<file path="src/rtl/pipe_ctrl_unit_if.sv">
// Decode/execute boundary bundle of the pipeline control unit.
// master drives the IF/ID fields and the branch result; slave is the control unit.
interface pipe_ctrl_unit_if #(
  parameter int unsigned RA_W = 4
) ();
  logic            id_valid;
  logic [3:0]      id_op_code;
  logic [RA_W-1:0] id_rs;
  logic [RA_W-1:0] id_rt;
  logic [RA_W-1:0] id_rd;
  logic            ex_branch_taken;

  logic            stall;
  logic            ex_valid;
  logic [2:0]      ex_alu_op;
  logic            ex_alu_src;
  logic            ex_reg_wen;
  logic            ex_reg_dst;
  logic            ex_mem_ren;
  logic            ex_mem_wen;
  logic            ex_mem_to_reg;
  logic            ex_branch;
  logic [RA_W-1:0] ex_wr_addr;
  logic            ex_illegal;

  modport master (
    output id_valid, id_op_code, id_rs, id_rt, id_rd, ex_branch_taken,
    input  stall, ex_valid, ex_alu_op, ex_alu_src, ex_reg_wen, ex_reg_dst,
           ex_mem_ren, ex_mem_wen, ex_mem_to_reg, ex_branch, ex_wr_addr, ex_illegal
  );

  modport slave (
    input  id_valid, id_op_code, id_rs, id_rt, id_rd, ex_branch_taken,
    output stall, ex_valid, ex_alu_op, ex_alu_src, ex_reg_wen, ex_reg_dst,
           ex_mem_ren, ex_mem_wen, ex_mem_to_reg, ex_branch, ex_wr_addr, ex_illegal
  );
endinterface

</file>
<file path="src/rtl/pipe_ctrl_unit.sv">
// Decode-stage control unit: opcode decode into the ID/EX register, with
// load-use stall, multi-cycle MUL hold, taken-branch flush and illegal-opcode squash.
module pipe_ctrl_unit #(
  parameter int unsigned RA_W     = 4,
  parameter int unsigned MUL_LAT  = 3,
  parameter bit          ZERO_REG = 1'b1
) (
  input logic             clk,
  input logic             rst_n,
  pipe_ctrl_unit_if.slave pc
);
  localparam int unsigned CNT_W = $clog2(MUL_LAT) + 1;

  localparam logic [3:0] OP_ADD = 4'd0;
  localparam logic [3:0] OP_SUB = 4'd1;
  localparam logic [3:0] OP_AND = 4'd2;
  localparam logic [3:0] OP_XOR = 4'd3;
  localparam logic [3:0] OP_COM = 4'd4;
  localparam logic [3:0] OP_MUL = 4'd5;
  localparam logic [3:0] OP_SLL = 4'd6;
  localparam logic [3:0] OP_SRL = 4'd7;
  localparam logic [3:0] OP_LW  = 4'd8;
  localparam logic [3:0] OP_SW  = 4'd9;
  localparam logic [3:0] OP_BEQ = 4'd10;

  typedef struct packed {
    logic [2:0] alu_op;
    logic       alu_src;
    logic       reg_wen;
    logic       reg_dst;
    logic       mem_ren;
    logic       mem_wen;
    logic       mem_to_reg;
    logic       branch;
  } ctrl_t;

  ctrl_t            dec;
  logic             legal;
  logic             uses_rt;
  logic [RA_W-1:0]  wr_dec;

  ctrl_t            ex_q;
  logic             ex_valid_q;
  logic [RA_W-1:0]  ex_wr_q;
  logic             ex_illegal_q;
  logic [CNT_W-1:0] mul_cnt;

  logic             mul_busy;
  logic             flush;
  logic             dst_live;
  logic             src_hit;
  logic             load_use;
  logic             issue;

  // Opcode decode; illegal opcodes leave the all-zero bundle.
  always_comb begin
    dec     = '0;
    legal   = 1'b1;
    uses_rt = 1'b0;
    case (pc.id_op_code)
      OP_ADD, OP_SUB, OP_AND, OP_XOR, OP_MUL: begin
        dec.alu_op     = pc.id_op_code[2:0];
        dec.reg_wen    = 1'b1;
        dec.mem_to_reg = 1'b1;
        uses_rt        = 1'b1;
      end
      OP_COM: begin
        dec.alu_op     = pc.id_op_code[2:0];
        dec.reg_wen    = 1'b1;
        dec.mem_to_reg = 1'b1;
      end
      OP_SLL, OP_SRL: begin
        dec.alu_op     = pc.id_op_code[2:0];
        dec.alu_src    = 1'b1;
        dec.reg_wen    = 1'b1;
        dec.mem_to_reg = 1'b1;
      end
      OP_LW: begin
        dec.alu_src = 1'b1;
        dec.reg_wen = 1'b1;
        dec.reg_dst = 1'b1;
        dec.mem_ren = 1'b1;
      end
      OP_SW: begin
        dec.alu_src    = 1'b1;
        dec.reg_dst    = 1'b1;
        dec.mem_wen    = 1'b1;
        dec.mem_to_reg = 1'b1;
        uses_rt        = 1'b1;
      end
      OP_BEQ: begin
        dec.alu_op     = 3'd1;
        dec.reg_dst    = 1'b1;
        dec.mem_to_reg = 1'b1;
        dec.branch     = 1'b1;
        uses_rt        = 1'b1;
      end
      default: legal = 1'b0;
    endcase
  end

  assign wr_dec   = dec.reg_dst ? pc.id_rt : pc.id_rd;

  // Hazard conditions from the current EX contents and the ID instruction.
  assign mul_busy = (mul_cnt != '0);
  assign flush    = ex_valid_q & ex_q.branch & pc.ex_branch_taken;
  assign dst_live = !(ZERO_REG && (ex_wr_q == '0));
  assign src_hit  = (legal & (ex_wr_q == pc.id_rs)) | (uses_rt & (ex_wr_q == pc.id_rt));
  assign load_use = pc.id_valid & ex_valid_q & ex_q.mem_ren & dst_live & src_hit;
  assign issue    = pc.id_valid & legal;

  assign pc.stall = mul_busy | (load_use & ~flush);

  // ID/EX register: MUL hold, then flush/load-use bubble, then normal issue.
  always_ff @(posedge clk or negedge rst_n) begin
    if (!rst_n) begin
      ex_q         <= '0;
      ex_valid_q   <= 1'b0;
      ex_wr_q      <= '0;
      ex_illegal_q <= 1'b0;
      mul_cnt      <= '0;
    end else begin
      ex_illegal_q <= 1'b0;
      if (mul_busy) begin
        mul_cnt <= mul_cnt - CNT_W'(1);
      end else if (flush || load_use) begin
        ex_q       <= '0;
        ex_valid_q <= 1'b0;
        ex_wr_q    <= '0;
      end else begin
        ex_q         <= issue ? dec : '0;
        ex_valid_q   <= issue;
        ex_wr_q      <= issue ? wr_dec : '0;
        ex_illegal_q <= pc.id_valid & ~legal;
        if (issue && (pc.id_op_code == OP_MUL)) begin
          mul_cnt <= CNT_W'(MUL_LAT - 1);
        end
      end
    end
  end

  assign pc.ex_valid      = ex_valid_q;
  assign pc.ex_alu_op     = ex_q.alu_op;
  assign pc.ex_alu_src    = ex_q.alu_src;
  assign pc.ex_reg_wen    = ex_q.reg_wen;
  assign pc.ex_reg_dst    = ex_q.reg_dst;
  assign pc.ex_mem_ren    = ex_q.mem_ren;
  assign pc.ex_mem_wen    = ex_q.mem_wen;
  assign pc.ex_mem_to_reg = ex_q.mem_to_reg;
  assign pc.ex_branch     = ex_q.branch;
  assign pc.ex_wr_addr    = ex_wr_q;
  assign pc.ex_illegal    = ex_illegal_q;
endmodule

</file>
<file path="src/flat_wrapper.sv">
// flat-port wrapper written by rule: the top's interface ports become plain ports
module pipe_ctrl_unit_flat 
#(
  parameter int unsigned RA_W     = 4,
  parameter int unsigned MUL_LAT  = 3,
  parameter bit          ZERO_REG = 1'b1
)
  (clk, rst_n, pc_id_valid, pc_id_op_code, pc_id_rs, pc_id_rt, pc_id_rd, pc_ex_branch_taken, pc_stall, pc_ex_valid, pc_ex_alu_op, pc_ex_alu_src, pc_ex_reg_wen, pc_ex_reg_dst, pc_ex_mem_ren, pc_ex_mem_wen, pc_ex_mem_to_reg, pc_ex_branch, pc_ex_wr_addr, pc_ex_illegal);
  pipe_ctrl_unit_if #(.RA_W(RA_W)) pc_i ();
  input logic clk;
  input logic rst_n;
  input wire logic [$bits(pc_i.id_valid)-1:0] pc_id_valid;
  input wire logic [$bits(pc_i.id_op_code)-1:0] pc_id_op_code;
  input wire logic [$bits(pc_i.id_rs)-1:0] pc_id_rs;
  input wire logic [$bits(pc_i.id_rt)-1:0] pc_id_rt;
  input wire logic [$bits(pc_i.id_rd)-1:0] pc_id_rd;
  input wire logic [$bits(pc_i.ex_branch_taken)-1:0] pc_ex_branch_taken;
  output wire logic [$bits(pc_i.stall)-1:0] pc_stall;
  output wire logic [$bits(pc_i.ex_valid)-1:0] pc_ex_valid;
  output wire logic [$bits(pc_i.ex_alu_op)-1:0] pc_ex_alu_op;
  output wire logic [$bits(pc_i.ex_alu_src)-1:0] pc_ex_alu_src;
  output wire logic [$bits(pc_i.ex_reg_wen)-1:0] pc_ex_reg_wen;
  output wire logic [$bits(pc_i.ex_reg_dst)-1:0] pc_ex_reg_dst;
  output wire logic [$bits(pc_i.ex_mem_ren)-1:0] pc_ex_mem_ren;
  output wire logic [$bits(pc_i.ex_mem_wen)-1:0] pc_ex_mem_wen;
  output wire logic [$bits(pc_i.ex_mem_to_reg)-1:0] pc_ex_mem_to_reg;
  output wire logic [$bits(pc_i.ex_branch)-1:0] pc_ex_branch;
  output wire logic [$bits(pc_i.ex_wr_addr)-1:0] pc_ex_wr_addr;
  output wire logic [$bits(pc_i.ex_illegal)-1:0] pc_ex_illegal;
  assign pc_i.id_valid = pc_id_valid;
  assign pc_i.id_op_code = pc_id_op_code;
  assign pc_i.id_rs = pc_id_rs;
  assign pc_i.id_rt = pc_id_rt;
  assign pc_i.id_rd = pc_id_rd;
  assign pc_i.ex_branch_taken = pc_ex_branch_taken;
  assign pc_stall = pc_i.stall;
  assign pc_ex_valid = pc_i.ex_valid;
  assign pc_ex_alu_op = pc_i.ex_alu_op;
  assign pc_ex_alu_src = pc_i.ex_alu_src;
  assign pc_ex_reg_wen = pc_i.ex_reg_wen;
  assign pc_ex_reg_dst = pc_i.ex_reg_dst;
  assign pc_ex_mem_ren = pc_i.ex_mem_ren;
  assign pc_ex_mem_wen = pc_i.ex_mem_wen;
  assign pc_ex_mem_to_reg = pc_i.ex_mem_to_reg;
  assign pc_ex_branch = pc_i.ex_branch;
  assign pc_ex_wr_addr = pc_i.ex_wr_addr;
  assign pc_ex_illegal = pc_i.ex_illegal;
  pipe_ctrl_unit #(.RA_W(RA_W), .MUL_LAT(MUL_LAT), .ZERO_REG(ZERO_REG)) u_core (.clk(clk), .rst_n(rst_n), .pc(pc_i));
endmodule
</file>
<file path="config.mk">
export PLATFORM = sky130hd
export DESIGN_NAME = pipe_ctrl_unit_flat
export DESIGN_NICKNAME = d
export VERILOG_FILES = /design/src/rtl/pipe_ctrl_unit_if.sv /design/src/rtl/pipe_ctrl_unit.sv /design/src/flat_wrapper.sv
export SDC_FILE = /design/constraint.sdc
export NUM_CORES = 1
export LEC_CHECK = 0
export ABC_AREA = 1
export CAP_MARGIN = 30
export CORE_ASPECT_RATIO = 1.25
export CORE_MARGIN = 8
export CORE_UTILIZATION = 41
export CTS_BUF_LIST = sky130_fd_sc_hd__clkbuf_16
export CTS_CLUSTER_DIAMETER = 200
export DETAILED_ROUTE_END_ITERATION = 7
export PLACE_DENSITY = 0.75
export SLEW_MARGIN = 15
export SYNTH_ARGS = -nofsm -noshare
export SYNTH_HDL_FRONTEND = slang
export SYNTH_SLANG_ARGS = --single-unit
export TNS_END_PERCENT = 10
</file>
<file path="constraint.sdc">
create_clock -name clk -period 1.7 [get_ports clk]
set_input_delay 0.255 -clock clk [delete_from_list [all_inputs] [get_ports clk]]
set_output_delay 0.255 -clock clk [all_outputs]
set_load 0.05 [all_outputs]
</file>
# Yosys cells after proc, flatten, opt, wreduce, memory -nomap -nowiden
# Index checks and enable logic that the tools add are counted.
[word_totals]
register_bits = 19
latchBits = 0
mem_bits_rw = 0
rom_bits = 0
in_bits = 20
output_inout_bits = 17
word_cells = 77
mem_count = 0
[op_classes]
addsub = 1
mul = 0
div = 0
n_lt_le_gt_ge = 0
eq_ne = 13
shifts = 0
mux = 21
n_bitwise = 15
n_reduce_logical = 15
[op_table]
columns = ["op", "n"]
rows = [
  ["$mux W10", 2],
  ["$eq A4 B3 Y1 const B", 4],
  ["$eq A4 B4 Y1 const B", 3],
  ["$mux W1", 12],
  ["$mux W4", 3],
  ["$and A1 B1 Y1", 11],
  ["$reduce_or A11 Y1", 1],
  ["$reduce_or A10 Y1", 1],
  ["$mux W3", 3],
  ["$reduce_or A9 Y1", 1],
  ["$eq A4 B2 Y1 const B", 2],
  ["$eq A4 B4 Y1", 2],
  ["$logic_not A4 Y1", 2],
  ["$reduce_or A8 Y1", 1],
  ["$reduce_or A7 Y1", 1],
  ["$pmux W3 S2", 1],
  ["$eq A4 B1 Y1 const B", 1],
  ["$reduce_or A4 Y1", 1],
  ["$reduce_bool A3 Y1", 1],
  ["$reduce_or A3 Y1", 1],
  ["$sub A3 B1 Y3 const B", 1],
  ["$ne A2 B1 Y1 const B", 1],
  ["$not A1 Y1", 2],
  ["$or A1 B1 Y1", 2],
  ["5 further kinds", 5],
]

# Logic depth before layout (Yosys ltp)
# Gate-level depths: netlist (run 1).
[logic_depth]
depth_word = 9
depth_mapped = 13
mapped_depth_nobuf = 13

# Worst setup path after synthesis (run 1)
# Ideal clock, no wire load.
[synth_path]
path_type = "register to output"
from = "register u_core.ex_wr_q[2] (netlist: u_core.pc.ex_wr_addr[2])"
to = "output port pc_stall"
t_arrival_ns = 1.544
required_time_ns = 1.445
slack_ns = -0.099
stages_incl_launch_ff = 9
n_path_buf = 0
path_cell_list = "dfrtp_1 > nand2_1 > inv_1 > nor2_1 > nor2_1 > nand3_2 > nand2_2 > nand3_1 > nand2_1"
[synth_between]
elab_chain_len = 6
elab_cells_between_ends = 11
classes_between = "2 x eq/ne; 7 x bitwise; 2 x reduce/logical"
[synth_rtl]
columns = ["element", "line", "text"]
rows = [
  ["from (decl)", "pipe_ctrl_unit.sv:44", "logic [RA_W-1:0] ex_wr_q;"],
  ["from (signal assigned)", "pipe_ctrl_unit.sv:133", "ex_wr_q <= issue ? wr_dec : '0;"],
  ["$eq A4 B4 Y1 or $logic_not A4 Y1 (tied branches)", "pipe_ctrl_unit.sv:108, pipe_ctrl_unit.sv:107", ""],
  ["$and A1 B1 Y1 or $logic_not A1 Y1 (tied branches)", "pipe_ctrl_unit.sv:108, pipe_ctrl_unit.sv:107", ""],
  ["$or A1 B1 Y1 or $and A1 B1 Y1 (tied branches)", "pipe_ctrl_unit.sv:108, pipe_ctrl_unit.sv:109", ""],
  ["$and A1 B1 Y1 *", "pipe_ctrl_unit.sv:109", "assign load_use = pc.id_valid & ex_valid_q & ex_q.mem_ren & dst_live & src_hit;"],
  ["$and A1 B1 Y1 *", "pipe_ctrl_unit.sv:112", "assign pc.stall = mul_busy | (load_use & ~flush);"],
  ["$or A1 B1 Y1 *", "pipe_ctrl_unit.sv:112", ""],
  ["to (decl)", "flat_wrapper.sv:18", "output wire logic [$bits(pc_i.stall)-1:0] pc_stall;"],
]
# Every way passes the cells marked *; elsewhere a longest branch is shown, timed or not.

# Final worst setup path (run 1)
[layout_path]
from = "register u_core.ex_wr_q[1] (netlist: u_core.pc.ex_wr_addr[1])"
to = "output port pc_stall"
# Same word-level chain as after synthesis.

==> results.cfg, run 1 <==
[outcome]
outcome = finished with violations
violations = negative setup slack

[global_route]
gr-total-overflow = 0
gr-usage-all-layers_pct = 14.5
first_global_vias = 1247
grt_pass1_wl_mm = 5.85
grt_max_degree = 20
antenna_found_initial = 0

[yosys]
syn_nets = 180
yosysTopAreaCellShare_pct = 40.3
muxShareOfSynthArea_pct = 0
synth-main-ff-cell = dfrtp_1
syn_avg_cell_area_um2 = 7.47
synth-simple-area-share_pct = 41.0
synth_top_family_by_area = simple AND/OR/NAND/NOR gates
async_flop_share_pct = 100
synth_top_cell_by_area = dfrtp_1
synth_warnings = 0
seq_area_frac_synth_pct = 40.3
synthAdderAreaFrac_pct = 2.12
synth_compound_area_share_pct = 5.62
ys_ff_latch = 19
synth_edf_count = 0
synth_area_leaders = dfrtp_1 40%, nand2_1 20%, nand3_2 6.8%
ys_types = 23
synthesis.area_um2 = 1180
syn_inst = 158
synth_xor_area_share_pct = 4.45

[setup_path]
worstSetupPathType = reg2out
path_cells = xor2_1 -> nor2_1 -> nand3_2 -> nand2_2 -> nand3_2 -> nand2_2 -> buf_12
cpPeakStageDelay_ps = 450
critPathArrivalTime_ps = 1470
cp_top_family = simple AND/OR/NAND/NOR gates
crit_fanout = 6
cp.required_ps = 1440
cp-start-kind = flip-flop
cp_num_buf_inv = 1
end_kind = primary output
slowest_stage = dfrtp_2

[timing]
finalMaxSlewViolations = 0
finClkSkew_ps = 2.15
timing.final.crit_share_pct = 102
fmax_mhz = 578
setup_slack_ps = -28.6
report.final.hold_viol_count = 0
holdWs_ps = 337
worstMarginPinSlew_ps = 249
slew_headroom_pct = 83.3
setup_viol = 1
period_needed_ps = 1730
rsz0062_at_grt = yes
fin_tns_setup_ps = -28.6

[clock_tree]
clock-root-buffer = clkbuf_16
numCtsBuffers = 3
cts_buffer_depth = 2
h-tree-depth = 1
cts_tree = built
clock_latency_ps = 250
path_clk_slew_ps = 50
numClockSinks = 19

[floorplan]
fp.dieH_um = 76.0
placementRows = 21
fp.coreArea_um2 = 2710
die_w_um = 64.0
die-area_um2 = 4860
start_util_pct = 43.6
ios = 37

[drt]
via_count = 1212
remaining_drc_errors = 0
wl_per_cell_um = 13.8
via_per_inst = 4.91
drt-total-wl_mm = 3.41
final_antenna_net_count = 0
dr.pass1.iters = 4
drtIter0Drc = 69

[place]
io_buffers = 36
gp_congestion = 0.868
placed_area_um2 = 1650
dp.cells = 239
dpl.hpwl_mm = 2.55
post-place-ws_ps = -338

[final_layout]
num_antenna_cells = 0
largest_reg_flops = 4
multiInputGateArea_um2 = 664
instances_no_fill = 247
syn2layout_area_growth_pct = 52.0
final_core_utilization_pct = 66.3
stdcell_area_um2 = 1790
num-nets-final = 236
drive_gt1_share_pct = 33.3
nFillCells = 235
seqCellArea_um2 = 480

[pwr]
power-per-cell-area_nw_per_um2 = 1420
p_leak_nw = 0.944
fin_total_pwr_mw = 2.55
ir_worst_vdd_mv = 0.983

[worst_hold_path]
hold_path_class = in2async

[job]
maxCapViolCount = 0
-- timing repair --
item                       4_1_cts  5_1_grt
pin swaps                       10        6
resized for setup               14        9
buffers inserted                 3        1
hold buffers                     0        0
setup endpoints to repair       12       15
-- layout by cell type, fill, tap and decap left out, drive strengths merged, types with 2 or more instances in the layout --
cell type	Yosys	final
xor2	3	3
clkbuf	1	4
dfrtp	19	19
inv	14	15
nand2	67	67
ha	2	2
o21ai	9	9
clkdlybuf4s50	0	10
a21oi	2	2
nor2	13	13
buf	2	35
dlygate4sd2	0	8
xnor2	3	3
nand3	19	19
-- final cells by class --
class | count | area share, %
tap | 34 | 2.37
multi-input combinational | 121 | 37.1
inverter | 15 | 3.14
clock buffer | 3 | 4.19
sequential | 19 | 26.8
clock inverter | 1 | 0.209
timing repair buffer | 54 | 26.2
-- power by group --
part	leakage (nW)	total, mW	internal, mW	switching (mW)
registers	0.246	0.727	0.606	0.120
logic	0.656	1.35	0.479	0.871
clock network	0.0423	0.474	0.313	0.161
-- path summary, 6_finish.rpt --
path,from,endpoint,slack (ps),depth (start not counted)
min in group clk,pc_id_op_code[3],u_core.pc.ex_mem_to_reg$_DFFE_PN0P_,410,4
max in group asynchronous,rst_n,u_core.pc.ex_wr_addr[3]$_DFFE_PN0P_,1130,2
max,u_core.pc.ex_wr_addr[1]$_DFFE_PN0P_,pc_stall,-30,7
max reg2reg,u_core.pc.ex_wr_addr[1]$_DFFE_PN0P_,u_core.pc.ex_mem_to_reg$_DFFE_PN0P_,80,11
min,rst_n,u_core.pc.ex_reg_wen$_DFFE_PN0P_,340,2
min reg2reg,u_core.mul_cnt[2]$_DFFE_PN0P_,u_core.mul_cnt[2]$_DFFE_PN0P_,470,1
-- metal layers --
metal  global-route usage, %  vias to the layer above  share of wire (%)
met5                       0                        -                  0
met3                    4.85                        5                7.5
met4                    4.70                        0                1.5
met2                    24.8                       39                 49
li1                        -                      607                  -
met1                    16.3                      561                 42
-- cell usage after synthesis (all sizes together) (2+ instances only) --
cell type,n
a21oi,2
buf,2
dfrtp,19
ha,2
inv,14
nand2,67
nand3,19
nor2,13
o21ai,9
xnor2,3
xor2,3
-- kinds of logic (layout without fill, tap and decap cells) --
kind of cell    count (synthesis)  after routing
buf+inv                        18             73
xor+xnor                        6              6
fa+ha+maj                       2              2
compound gates                 11             11
simple gates                  102            102
flops                          19             19
-- worst reg2reg max path: stages, from the launching register on --
cell	delay (ps)
dfrtp_2	450
xor2_1	170
nor2_1	150
nand3_2	80
nand2_2	90
buf_4	100
nand2_2	50
nand2_4	90
nor2_4	50
buf_12	140
nand3_1	80
nand2_1	60
(Power assumes the default switching activity.)
==> inputs of run 2 (changes only) <==
CORE_ASPECT_RATIO = 1.75   (was 1.25)
==> run 2 against run 1 <==
Compared with the run above: the run still ends with negative setup slack left; sequential cell count is the same; wire length increased by 2.3%; sequential share of layout area is 0.41 points lower; via count up 0.58%; count of clock-buffer cells in the layout unchanged; register-to-register slack better by 50 ps; cell area increased by 1.5%; sequential power about the same; largest power group unchanged.
==> results.cfg, run 2 (same netlist as run 1, synthesis figures left out) <==
[timing]
setup_viol = 1
rsz0062_at_grt = yes
period_needed_ps = 1730
fin_tns_setup_ps = -27.7
slew_headroom_pct = 83.6
report.final.hold_viol_count = 0
timing.final.crit_share_pct = 102
finClkSkew_ps = 1.83
fmax_mhz = 579
holdWs_ps = 339
finalMaxSlewViolations = 0
setup_slack_ps = -27.7
worstMarginPinSlew_ps = 244

[setup_path]
critPathArrivalTime_ps = 1470
reg2reg_slack_ps = 130
path_cells = xor2_1 -> nor2_1 -> nand3_2 -> nand2_2 -> nand3_2 -> nand2_2 -> buf_12
worstSetupPathType = reg2out
crit_fanout = 6
end_kind = primary output
slowest_stage = dfrtp_2
cp.required_ps = 1440
cpPeakStageDelay_ps = 450
cp-start-kind = flip-flop

[drt]
via_per_inst = 5.00
drt-total-wl_mm = 3.49
final_antenna_net_count = 0
dr.pass1.iters = 4
drtIter0Drc = 43
via_count = 1219
wl_per_cell_um = 14.3
remaining_drc_errors = 0

[floorplan]
die-area_um2 = 4920
placementRows = 26
fp.dieH_um = 87.0
start_util_pct = 41.7
die_w_um = 56.6
ios = 37
fp.coreArea_um2 = 2830

[clock_tree]
numClockSinks = 19
cts_buffer_depth = 2
clock-root-buffer = clkbuf_16
ctsHoldBuffers = 0
path_clk_slew_ps = 50
clock_latency_ps = 250
numCtsBuffers = 3
cts_tree = built
h-tree-depth = 1

[pwr]
ir_worst_vdd_mv = 0.820
p_sw_mw = 1.16
power-per-cell-area_nw_per_um2 = 1410
p_leak_nw = 0.981
p_int_mw = 1.42
p_comb_share_pct = 53.2
seqPwrFrac_pct = 28.2
clockPowerShare_pct = 18.6
switching_share_pct = 45.0

[global_route]
grt_pass1_wl_mm = 5.62
gr-usage-all-layers_pct = 14.2
gr-total-overflow = 0
first_global_vias = 1334
antenna_found_initial = 0
grt_max_degree = 20

[job]
maxCapViolCount = 0

[final_layout]
final_cell_mix = 62 x nand2_1, 35 x buf_4, 15 x dfrtp_1
largest_reg_flops = 4
nFillCells = 241
multiInputGateArea_um2 = 668
syn2layout_area_growth_pct = 54.3
num-nets-final = 239
layout_commonest_cell = nand2_1
num_antenna_cells = 0
seqCellArea_um2 = 480
drive_gt1_share_pct = 34.3

[place]
io_buffers = 36
gp_congestion = 0.908
dpl.hpwl_mm = 2.66

[worst_hold_path]
hold_path_class = in2async

[outcome]
outcome = finished with violations
violations = negative setup slack
[run 2: cell count changes in the layout (fill, tap and decap cells not counted), sizes merged]
cell | before | now
clkinv | 1 | 2
buf | 35 | 38
dlygate4sd2 | 8 | 7
clkbuf | 4 | 3
inv | 15 | 14
dlymetal6s2s | 0 | 2
[run 2: worst paths after layout]
check,start,to,cells past startpoint
setup / recovery,u_core.pc.ex_wr_addr[1]$_DFFE_PN0P_,pc_stall,7
hold / removal,rst_n,u_core.pc.ex_alu_op[2]$_DFFE_PN0P_,2
setup reg to reg,u_core.mul_cnt[0]$_DFFE_PN0P_,u_core.mul_cnt[1]$_DFFE_PN0P_,10
hold reg to reg,u_core.mul_cnt[0]$_DFFE_PN0P_,u_core.mul_cnt[0]$_DFFE_PN0P_,2
max in group asynchronous,rst_n,u_core.pc.ex_wr_addr[1]$_DFFE_PN0P_,2
min in group clk,pc_id_rt[2],u_core.pc.ex_wr_addr[2]$_DFFE_PN0P_,5
[run 2: metrics by stage]
stage / std cells / setup slack (ps) / power, mW / util, % / area, µm²
5_1_grt: 244 / -125 / 2.75 / 64.3 / 1820
4_1_cts: 242 / -25.4 / 2.56 / 62.9 / 1780
2_1_floorplan: 158 / 102 / 1.56 / - / 1190
6_report: 244 / -27.7 / 2.58 / 64.3 / 1820
3_5_place_dp: 234 / -251 / 2.02 / 58.6 / 1660
3_3_place_gp: 234 / -213 / 1.99 / 58.6 / 1660
[run 2: final cells by class]
type                    instances  area share [%]
inverters                      15            3.09
flip-flops and latches         19            26.4
multi-input cells             121            36.7
clock inverters                 1           0.275
repair buffers                 57            27.5
clock buffers                   3            4.12
well taps                      28            1.92
[run 2: per-layer routing]
metal / wire length, µm / vias up / global-route usage [%]
li1: - / 614 / -
met1: 1290 / 567 / 13.5
met3: 136 / 10 / 3.65
met4: 93 / 0 / 8.57
met2: 1970 / 28 / 26.1
met5: 0 / - / 0
[run 2: what timing repair did]
item	4_1_cts	5_1_grt
endpoints found under the setup margin	9	8
resized for setup	12	8
pin swaps	10	2
setup buffers	4	2
[run 2: critical path: cells and delay by family (launching register included)]
| family | cells | cell delay, ps |
|---|---|---|
| XOR/XNOR | 1 | 160 |
| flip-flops | 1 | 450 |
| AND/OR/NAND/NOR | 5 | 480 |
| buffers and inverters | 1 | 140 |
[run 2: power by group through the flow]
stage	clock network [mW]	logic, mW	registers (mW)
after floorplan	0	0.471	1.09
after global placement	0	1.27	0.722
after detailed placement	0	1.29	0.731
after CTS	0.494	1.34	0.722
after global routing	0.521	1.48	0.747
final	0.479	1.37	0.727
==> inputs of run 3 (changes only) <==
CTS_CLUSTER_SIZE = 12   (was unset)
==> results of run 3 <==
Same layout as run 2: the final DEF is identical, and so are final timing and power.
